[src/rtl/cpu_io_pkg.sv]
// -----------------------------------------------------------------------------
// cpu_io_pkg
// Shared definitions for the CPU serial I/O path: default UART timing and
// queue size, the receiver and word-assembly state encodings, and a helper
// that appends one received byte to a big-endian word.
// -----------------------------------------------------------------------------
package cpu_io_pkg;

  localparam int DEF_CLKS_PER_BIT = 2604;
  localparam int DEF_QUEUE_DEPTH  = 512;

  typedef enum logic [1:0] {
    IDLE  = 2'd0,
    START = 2'd1,
    DATA  = 2'd2,
    STOP  = 2'd3
  } rx_state_t;

  typedef enum logic [2:0] {
    WIDLE = 3'd0,
    WAIT  = 3'd1,
    POP0  = 3'd2,
    POP1  = 3'd3,
    POP2  = 3'd4,
    POP3  = 3'd5,
    DONE  = 3'd6
  } word_state_t;

  // The first byte popped ends up in bits [31:24], matching the send order.
  function automatic logic [31:0] shift_in_byte(input logic [31:0] word,
                                                input logic [7:0]  new_byte);
    return {word[23:0], new_byte};
  endfunction

endpackage

[src/rtl/uart_rx.sv]
// -----------------------------------------------------------------------------
// uart_rx
// 8N1 serial receiver. The line is brought into the clock domain through a
// two-flop synchronizer; a third flop gives the previous synchronized value
// for start-edge detection. Bits are sampled near their centre.
//
// Ports:
//   CLK        system clock
//   RST_N      asynchronous active-low reset
//   UART_RX    serial input, idle high
//   rx_byte    last received byte (valid while byte_valid is high)
//   byte_valid one-cycle pulse: a frame with a good stop bit arrived
//   frame_err  one-cycle pulse: a frame ended with a low stop bit
// -----------------------------------------------------------------------------
module uart_rx
  import cpu_io_pkg::*;
#(
  parameter int CLKS_PER_BIT = DEF_CLKS_PER_BIT
) (
  input  logic       CLK,
  input  logic       RST_N,
  input  logic       UART_RX,
  output logic [7:0] rx_byte,
  output logic       byte_valid,
  output logic       frame_err
);

  localparam int CNT_W = $clog2(CLKS_PER_BIT + 1);
  localparam logic [CNT_W-1:0] HALF_M1 = CNT_W'(CLKS_PER_BIT / 2 - 1);
  localparam logic [CNT_W-1:0] FULL_M1 = CNT_W'(CLKS_PER_BIT - 1);
  localparam logic [CNT_W-1:0] CNT_ZERO = {CNT_W{1'b0}};
  localparam logic [CNT_W-1:0] CNT_ONE  = CNT_W'(1);

  logic             sync1_r;
  logic             sync2_r;
  logic             prev_r;
  logic             fall_s;
  rx_state_t        state_r;
  logic [CNT_W-1:0] cnt_r;
  logic [2:0]       bit_idx_r;
  logic [7:0]       shift_r;
  logic             byte_valid_r;
  logic             frame_err_r;

  // Synchronizer chain; reset to the idle level so reset release is not
  // mistaken for a start edge.
  always_ff @(posedge CLK or negedge RST_N) begin
    if (!RST_N) begin
      sync1_r <= 1'b1;
      sync2_r <= 1'b1;
      prev_r  <= 1'b1;
    end else begin
      sync1_r <= UART_RX;
      sync2_r <= sync1_r;
      prev_r  <= sync2_r;
    end
  end

  assign fall_s = prev_r & ~sync2_r;

  // Receive FSM: start-bit qualification, eight LSB-first data bits, stop check.
  always_ff @(posedge CLK or negedge RST_N) begin
    if (!RST_N) begin
      state_r      <= IDLE;
      cnt_r        <= CNT_ZERO;
      bit_idx_r    <= 3'd0;
      shift_r      <= 8'h00;
      byte_valid_r <= 1'b0;
      frame_err_r  <= 1'b0;
    end else begin
      byte_valid_r <= 1'b0;
      frame_err_r  <= 1'b0;
      case (state_r)
        IDLE: begin
          cnt_r     <= CNT_ZERO;
          bit_idx_r <= 3'd0;
          if (fall_s) begin
            state_r <= START;
          end
        end
        START: begin
          // Half a bit in: a line that is high again was only a glitch.
          if (cnt_r == HALF_M1) begin
            cnt_r <= CNT_ZERO;
            if (!sync2_r) begin
              state_r <= DATA;
            end else begin
              state_r <= IDLE;
            end
          end else begin
            cnt_r <= cnt_r + CNT_ONE;
          end
        end
        DATA: begin
          if (cnt_r == FULL_M1) begin
            cnt_r   <= CNT_ZERO;
            shift_r <= {sync2_r, shift_r[7:1]};
            if (bit_idx_r == 3'd7) begin
              state_r <= STOP;
            end else begin
              bit_idx_r <= bit_idx_r + 3'd1;
            end
          end else begin
            cnt_r <= cnt_r + CNT_ONE;
          end
        end
        STOP: begin
          if (cnt_r == FULL_M1) begin
            cnt_r   <= CNT_ZERO;
            state_r <= IDLE;
            if (sync2_r) begin
              byte_valid_r <= 1'b1;
            end else begin
              frame_err_r <= 1'b1;
            end
          end else begin
            cnt_r <= cnt_r + CNT_ONE;
          end
        end
        default: begin
          state_r <= IDLE;
          cnt_r   <= CNT_ZERO;
        end
      endcase
    end
  end

  assign rx_byte    = shift_r;
  assign byte_valid = byte_valid_r;
  assign frame_err  = frame_err_r;

endmodule

[src/rtl/input_manager.sv]
// -----------------------------------------------------------------------------
// input_manager
// Receives UART bytes into a circular byte queue and, on request, pops four
// of them as one big-endian 32-bit word. One queue slot is always left empty
// so that full (t+1 == s) and empty (t == s) are distinguishable.
//
// Ports:
//   CLK        system clock
//   RST_N      asynchronous active-low reset
//   UART_RX    serial input, idle high
//   rd_req     one-cycle pulse requesting one word (ignored while rd_busy)
//   rd_word    assembled word; holds its value until the next pop
//   rd_valid   one-cycle pulse, rd_word valid
//   rd_busy    high from an accepted rd_req until rd_valid
//   avail      bytes currently queued
//   overrun    sticky: a byte was dropped because the queue was full
//   frame_err  sticky: a frame had a low stop bit
// -----------------------------------------------------------------------------
module input_manager
  import cpu_io_pkg::*;
#(
  parameter int CLKS_PER_BIT = DEF_CLKS_PER_BIT,
  parameter int QUEUE_DEPTH  = DEF_QUEUE_DEPTH,
  parameter int PTR_W        = $clog2(QUEUE_DEPTH)
) (
  input  logic             CLK,
  input  logic             RST_N,
  input  logic             UART_RX,
  input  logic             rd_req,
  output logic [31:0]      rd_word,
  output logic             rd_valid,
  output logic             rd_busy,
  output logic [PTR_W-1:0] avail,
  output logic             overrun,
  output logic             frame_err
);

  localparam logic [PTR_W-1:0] PTR_ZERO = {PTR_W{1'b0}};
  localparam logic [PTR_W-1:0] PTR_ONE  = PTR_W'(1);
  localparam logic [PTR_W-1:0] WORD_BYTES = PTR_W'(4);

  logic [7:0]       rx_byte_s;
  logic             byte_valid_s;
  logic             frame_err_s;

  logic [7:0]       queue_r [QUEUE_DEPTH];
  logic [PTR_W-1:0] t_r;
  logic [PTR_W-1:0] s_r;
  logic [PTR_W-1:0] t_next_s;
  logic [PTR_W-1:0] s_next_s;
  logic [PTR_W-1:0] avail_r;
  logic             full_s;
  logic             push_s;
  logic             pop_s;
  logic             overrun_r;
  logic             frame_err_r;

  word_state_t      word_state_r;
  logic [31:0]      rd_word_r;
  logic             rd_valid_r;
  logic             rd_busy_r;

  uart_rx #(
    .CLKS_PER_BIT (CLKS_PER_BIT)
  ) u_uart_rx (
    .CLK        (CLK),
    .RST_N      (RST_N),
    .UART_RX    (UART_RX),
    .rx_byte    (rx_byte_s),
    .byte_valid (byte_valid_s),
    .frame_err  (frame_err_s)
  );

  assign full_s = ((t_r + PTR_ONE) == s_r);
  assign push_s = byte_valid_s & ~full_s;

  // Every POP state consumes exactly one byte.
  always_comb begin
    pop_s = 1'b0;
    case (word_state_r)
      POP0, POP1, POP2, POP3: pop_s = 1'b1;
      default:                pop_s = 1'b0;
    endcase
  end

  // Next pointer values; push and pop in the same cycle both take effect.
  always_comb begin
    t_next_s = t_r;
    s_next_s = s_r;
    if (push_s) begin
      t_next_s = t_r + PTR_ONE;
    end else begin
      t_next_s = t_r;
    end
    if (pop_s) begin
      s_next_s = s_r + PTR_ONE;
    end else begin
      s_next_s = s_r;
    end
  end

  // Queue storage; contents need no reset because the pointers define validity.
  always_ff @(posedge CLK) begin
    if (push_s) begin
      queue_r[t_r] <= rx_byte_s;
    end
  end

  // Pointers, registered fill level and sticky error flags.
  always_ff @(posedge CLK or negedge RST_N) begin
    if (!RST_N) begin
      t_r         <= PTR_ZERO;
      s_r         <= PTR_ZERO;
      avail_r     <= PTR_ZERO;
      overrun_r   <= 1'b0;
      frame_err_r <= 1'b0;
    end else begin
      t_r     <= t_next_s;
      s_r     <= s_next_s;
      avail_r <= t_next_s - s_next_s;
      if (byte_valid_s && full_s) begin
        overrun_r <= 1'b1;
      end
      if (frame_err_s) begin
        frame_err_r <= 1'b1;
      end
    end
  end

  // Word FSM: wait for four bytes, pop them MSB-first, pulse rd_valid.
  always_ff @(posedge CLK or negedge RST_N) begin
    if (!RST_N) begin
      word_state_r <= WIDLE;
      rd_word_r    <= 32'h0000_0000;
      rd_valid_r   <= 1'b0;
      rd_busy_r    <= 1'b0;
    end else begin
      rd_valid_r <= 1'b0;
      case (word_state_r)
        WIDLE: begin
          if (rd_req) begin
            rd_busy_r    <= 1'b1;
            word_state_r <= WAIT;
          end
        end
        WAIT: begin
          if (avail_r >= WORD_BYTES) begin
            word_state_r <= POP0;
          end
        end
        POP0: begin
          rd_word_r    <= shift_in_byte(rd_word_r, queue_r[s_r]);
          word_state_r <= POP1;
        end
        POP1: begin
          rd_word_r    <= shift_in_byte(rd_word_r, queue_r[s_r]);
          word_state_r <= POP2;
        end
        POP2: begin
          rd_word_r    <= shift_in_byte(rd_word_r, queue_r[s_r]);
          word_state_r <= POP3;
        end
        POP3: begin
          // The last byte lands together with the valid pulse in DONE.
          rd_word_r    <= shift_in_byte(rd_word_r, queue_r[s_r]);
          rd_valid_r   <= 1'b1;
          word_state_r <= DONE;
        end
        DONE: begin
          rd_busy_r    <= 1'b0;
          word_state_r <= WIDLE;
        end
        default: begin
          rd_busy_r    <= 1'b0;
          word_state_r <= WIDLE;
        end
      endcase
    end
  end

  assign rd_word   = rd_word_r;
  assign rd_valid  = rd_valid_r;
  assign rd_busy   = rd_busy_r;
  assign avail     = avail_r;
  assign overrun   = overrun_r;
  assign frame_err = frame_err_r;

endmodule

[config.mk]
export PLATFORM = sky130hd
export DESIGN_NAME = input_manager
export DESIGN_NICKNAME = d
export VERILOG_FILES = /design/src/rtl/cpu_io_pkg.sv /design/src/rtl/uart_rx.sv /design/src/rtl/input_manager.sv
export SDC_FILE = /design/constraint.sdc
export NUM_CORES = 2
export LEC_CHECK = 0
export CAP_MARGIN = 10
export CORE_MARGIN = 5
export CORE_UTILIZATION = 35
export DETAILED_ROUTE_END_ITERATION = 8
export PLACE_DENSITY = 0.6
export SLEW_MARGIN = 40
export SYNTH_ARGS = -nofsm -noshare
export SYNTH_HDL_FRONTEND = slang
export SYNTH_SLANG_ARGS = --single-unit
[constraint.sdc]
create_clock -name CLK -period 10.5 [get_ports CLK]
set_input_delay 1.575 -clock CLK [delete_from_list [all_inputs] [get_ports CLK]]
set_output_delay 1.575 -clock CLK [all_outputs]
set_load 0.01 [all_outputs]
---- Word level (Yosys, flattened, before mapping) ----
Memories as Yosys holds them, arrays and structs flattened. A register that Yosys moved wholly into a read port is not among the register bits.
Index checks and enable logic that the tools add are counted.
word-level totals
  flip-flop bits (word level) ............. 96
  memory bits (writable) .................. 4096
  bits of input ports ..................... 4
  output and inout port bits .............. 45
  logic and storage cells ................. 93
  memories kept ........................... 1
operators by class
  add/sub/neg operators ................... 5
  $lt $le $gt $ge ......................... 1
  equal/unequal tests ..................... 20
  mux-type cells .......................... 30
  bitwise logic cells ..................... 5
  reductions and logical operators ........ 13
memories
  name     depth  bits a word  read ports  clocked after Yosys merged registers in  write ports  line                 source
  queue_r  512    8            1           1                                        1            input_manager.sv:46  logic [7:0] queue_r [QUEUE_DEPTH];
operator list
  kind                                                                count
  case mux 12 bit (3 select lines)                                    1
  two-way mux 12 bit                                                  2
  adder 9 x 1 -> 9 bit (second input constant)                        2
  two-way mux 9 bit                                                   2
  case mux 3 bit (6 select lines)                                     1
  adder 12 x 1 -> 12 bit (second input constant)                      1
  == test 12 x 11 -> 1 bit (second input constant)                    1
  == test 12 bit (second input constant)                              1
  two-way mux 2 bit                                                   6
  two-way mux 3 bit                                                   4
  two-way mux 1 bit                                                   11
  != test 2 x 1 -> 1 bit (second input constant)                      5
  == test 3 bit (second input constant)                               3
  == test 9 bit                                                       1
  greater-or-equal comparator 9 x 3 -> 1 bit (second input constant)  1
  subtractor 9 bit                                                    1
  case mux 2 bit (4 select lines)                                     1
  == test 3 x 2 -> 1 bit (second input constant)                      2
  != test 2 bit (second input constant)                               3
  case mux 3 bit (2 select lines)                                     1
  AND reduction 2 bit                                                 3
  AND reduction 5 bit                                                 1
  OR reduction 5 bit                                                  1
  == test 2 bit (second input constant)                               2
  other kinds (14)                                                    17

---- Logic depth before layout (Yosys ltp) ----
  depth in word-level cells ............... 6
  mapped depth ............................ 16
  depth with buffers taken out ............ 15

---- Modules after synthesis ----
A second synthesis with hierarchy kept.
unflattened totals
  cell total of the unflattened synthesis .. 8144
  area, all modules ....................... 164532.8 um^2
by module, submodules not included
  module         times used  cells each  area an instance (um^2)  sequential area each (um^2)
  input_manager  1           8023        163151.5                 124649.5
  uart_rx        1           121         1381.3                   754.5

---- Worst setup path after synthesis ----
OpenSTA, ideal clock, no wires.
  kind .................................... reg-to-reg
  from .................................... reg u_uart_rx.shift_r[1] (netlist: u_uart_rx.rx_byte[1])
  to ...................................... mem queue_r[0][1] (data pin)
  setup time .............................. 1406 ps
  arrival time ............................ 6072 ps
  data required time ...................... 9094 ps
  slack ................................... 3022 ps
  stages on the path, launching flop included .. 1
  path buffers ............................ 0
  clock period less this slack ............ 7478 ps
  cell sequence ........................... dfrtp_1
RTL lines
  what                    line                 source
  from (decl)             uart_rx.sv:41        logic [7:0] shift_r;
  from (signal assigned)  uart_rx.sv:97        shift_r <= {sync2_r, shift_r[7:1]};
  to (decl)               input_manager.sv:46
Straight into the memory's write port.

---- Worst setup path after layout ----
  from .................................... reg t_r[0]
  to ...................................... mem queue_r[387][1] (enable)
between the ends
  cells in the longest elaborated chain, start to end .. 6
ends and longest elaborated chain
  what                                     line                  source
  from (decl)                              input_manager.sv:47   logic [PTR_W-1:0] t_r;
  from (signal assigned)                   input_manager.sv:118  t_r <= t_next_s;
  adder 9 x 1 -> 9 bit                     input_manager.sv:74   assign full_s = ((t_r + PTR_ONE) == s_r);
  == test 9 bit                            input_manager.sv:74
  NOT 1 bit                                input_manager.sv:75   assign push_s = byte_valid_s & ~full_s;
  bitwise AND 1 bit                        input_manager.sv:75
  two-way mux 1 bit                        input_manager.sv:104  if (push_s) begin
  two-way mux 1 bit (implied by the code)  input_manager.sv:105  queue_r[t_r] <= rx_byte_s;
Several ways; a longest one is shown, not always the timed one.

==> metrics.txt <==
mux cell area share after synthesis 17.2%; Peak Freq 0.169 GHz; RSZ-0062 raised after global routing false; Synth top area share 75.3%; flops & latches, synth 4192; Tot Pwr 0.0330 W; xor and xnor area share after synthesis 0.260%; pin count of the biggest net entering global routing 185; CP Capture Point queue_r[387][1]; # DRC 0; crit start category flop; Via density 5.59; DRT iter0 DRCs 9694; Die ar. 480000 µm²; worst slew pin tran 874 ps; Worst R2R End queue_r[387][1]; Synth Area in Simple Gates 2.09%; Setup-failing EPs final 0; clk slew on worst S/H paths 60 ps; row count 250; Yosys warnings 0; HPWL Detailed 251 mm; Final Slew Violations 0; max_cap viols 0; Initial Util 35.2%; CTS tree yes; first-pass GRT wire length 609 mm; cts repair resizes 0; Setup TNS Final 0 ps; top post-synthesis cells by area edfxtp_1 (75%), mux4_2 (16%), dfrtp_1 (1.4%), nor2_1 (1.4%), mux2i_1 (1.3%); CP arrival 6470 ps; Worst R2R Setup Slack 4590 ps; fin crit period 5910 ps; Overall Global Routing Usage 17.4%; R2R cell count 11; Synth-to-Final Area Change 13.7%; Post-Synthesis Cells 7456; Hold Path Class flop to flop; reg2reg start t_r[0]; worst setup path start t_r[0]; drt first pass iters 6; # nets final 7662; cell taking the most area after synthesis edfxtp_1; antenna-violating nets left 0; Die W 693 µm; Synth Flop Type edfxtp_1; combinational family with the most area after synthesis multiplexers; WL final 428 mm; status complete, no violations; CTS buffer count 427; slew margin rel. 40.1%; period utilization 56.2%; Core Area 464000 µm²; hold buffers post-CTS 0; critical path required time 11060 ps; number of distinct library cells after synthesis 72; Synth Area per Inst 21.9 µm²; pwr dens 178 nW/µm²; EDFF count, synth 4096; setup bufs post-CTS 0; Final Hold Viols 0; Max FO, Critical Path 20; Adder-Cell Fraction of Synth Area 0.150%; clk root buf clkbuf_16; die height 693 µm; Peak VDD IR 0.138 mV; via count 79200; vias in the first global route 79000; CTS max path bufs 4; P_leak 43.7 nW; Async S/R FF share, synth 2.29%; Clock Latency Late Sink 990 ps; initial antenna violation count 18; RD Place Congestion 0.842; Sink Count 4192; Synth Cell Area 163000 µm²; synthesized-area fraction occupied by ao, oa, aoi and oai cells 1.96%; total grt overflow 0; critical path type flop to flop; crit path capture type flop; H-tree Lvls 5; I/O Buffers 48; io pins 49; layout cells sized above 1 27.6%; Fin Clk Skew 83.7 ps; post-DR wirelength/cell 30.2 µm; Synthesized Nets 7479; post-synthesis sequential area ratio 76.8%
-- routing by layer --
layer,vias up,GRT usage [%],share of wire [%]
met5,-,0,0.0072
met4,4,5.33,3.4
met3,679,2.97,8.2
met2,3894,27.4,47
met1,43000,24.8,41
li1,31700,-,-
-- area by class of cell --
type | instances | area (µm²)
Timing Repair Buffer | 216 | 2550
Antenna cell | 14 | 35.0
Sequential cell | 4192 | 125000
Inverter | 27 | 110
Clock buffer | 518 | 11200
Multi-Input combinational cell | 2775 | 36100
Clock inverter | 259 | 2450
Tap cell | 6174 | 7720
Fill cell | 40400 | 279000
-- worst max-delay path, cell delays in order, from the launching register on --
cell	delay, ps
dfrtp_1	520
ha_1	550
and3_1	400
nand3_1	110
and3b_1	220
o221a_2	280
a21boi_1	600
and2_1	480
nor2b_1	680
nand2_4	420
buf_4	500
nor2_1	680
-- logic make-up (layout without fill, tap and decap cells) --
family	count (synthesis)	count (layout)
simple gates	838	838
fa+ha+maj	19	19
other cells	0	14
xor+xnor	46	46
buf+inv	489	1020
mux	1388	1388
flops	4192	4192
compound gates	484	484
-- worst min-delay path by stage --
stage                            startpoint           endpoint  slack (ps)  cells after the start
after floorplan           u_uart_rx.sync1_r  u_uart_rx.sync2_r         350                      0
after global placement    u_uart_rx.sync1_r  u_uart_rx.sync2_r         350                      0
after detailed placement  u_uart_rx.sync1_r  u_uart_rx.sync2_r         350                      0
after CTS                 u_uart_rx.sync1_r  u_uart_rx.sync2_r         360                      0
after global routing      u_uart_rx.sync1_r  u_uart_rx.sync2_r         370                      0
final                     u_uart_rx.sync1_r  u_uart_rx.sync2_r         360                      0
-- layout by cell type, fill, tap and decap left out, drive strengths merged, types with 5 or more instances in the layout --
master,instances
clkinvlp,14
o211ai,8
dfrtp,93
bufinv,37
a22o,5
o22ai,82
mux4,1127
and3,7
a21oi,102
o21ai,105
nor2,612
clkbuf,518
mux2i,208
o221ai,69
or2,6
inv,34
clkinv,201
a2111oi,36
nand4,6
xor2,12
and2,7
edfxtp,4096
a31oi,6
ha,18
clkdlybuf4s50,47
diode,14
a211oi,46
mux2,53
xnor2,33
nor3,41
nor2b,7
nand3,23
buf,168
nand2,99
nand2b,8
-- Yosys cell counts (32+ instances only) --
cell type  number
edfxtp_1     4096
mux4_2       1127
nor2_1        612
mux2i_1       208
clkbuf_1      203
buf_2         118
o21ai_0       104
a21oi_1       102
nand2_1        99
dfrtp_1        93
o22ai_1        82
o221ai_1       69
mux2_2         53
buf_6          51
a211oi_1       46
buf_1          43
buf_4          41
nor3_1         41
a2111oi_0      35
xnor2_1        32
-- metrics by stage --
step | std cells | worst slack [ps] | util (%) | hold WS (ps) | instance area (µm²)
finish | 14200 | 4590 | 40.0 | 358 | 186000
global route | 14200 | 4380 | 40.0 | 371 | 186000
CTS | 14100 | 4690 | 39.9 | 359 | 185000
detailed placement | 13400 | 4710 | 36.9 | 348 | 171000
global placement | 13400 | 4750 | 36.8 | 348 | 171000
floorplan | 7456 | 3020 | - | 345 | 163000
-- sequential cells by signal, indices dropped and copies added, names as in the netlist, named ones only --
name	count
u_uart_rx.sync1_r	1
u_uart_rx.state_r	1
word_state_r	3
u_uart_rx.frame_err	1
t_r	9
avail	9
s_r	9
rd_word	32
u_uart_rx.sync2_r	1
u_uart_rx.rx_byte	8
u_uart_rx.cnt_r	12
u_uart_rx.byte_valid	1
u_uart_rx.bit_idx_r	3
u_uart_rx.prev_r	1
overrun	1
rd_busy	1
queue_r	4096
rd_valid	1
frame_err	1
-- power by group --
group | leakage (nW) | internal, W | switching [W]
sequential | 29.5 | 0.0181 | 0.0000149
clock | 6.69 | 0.00852 | 0.00633
combinational | 7.51 | 0.0000138 | 0.0000273
No activity file was read; power rests on OpenSTA's default activity.
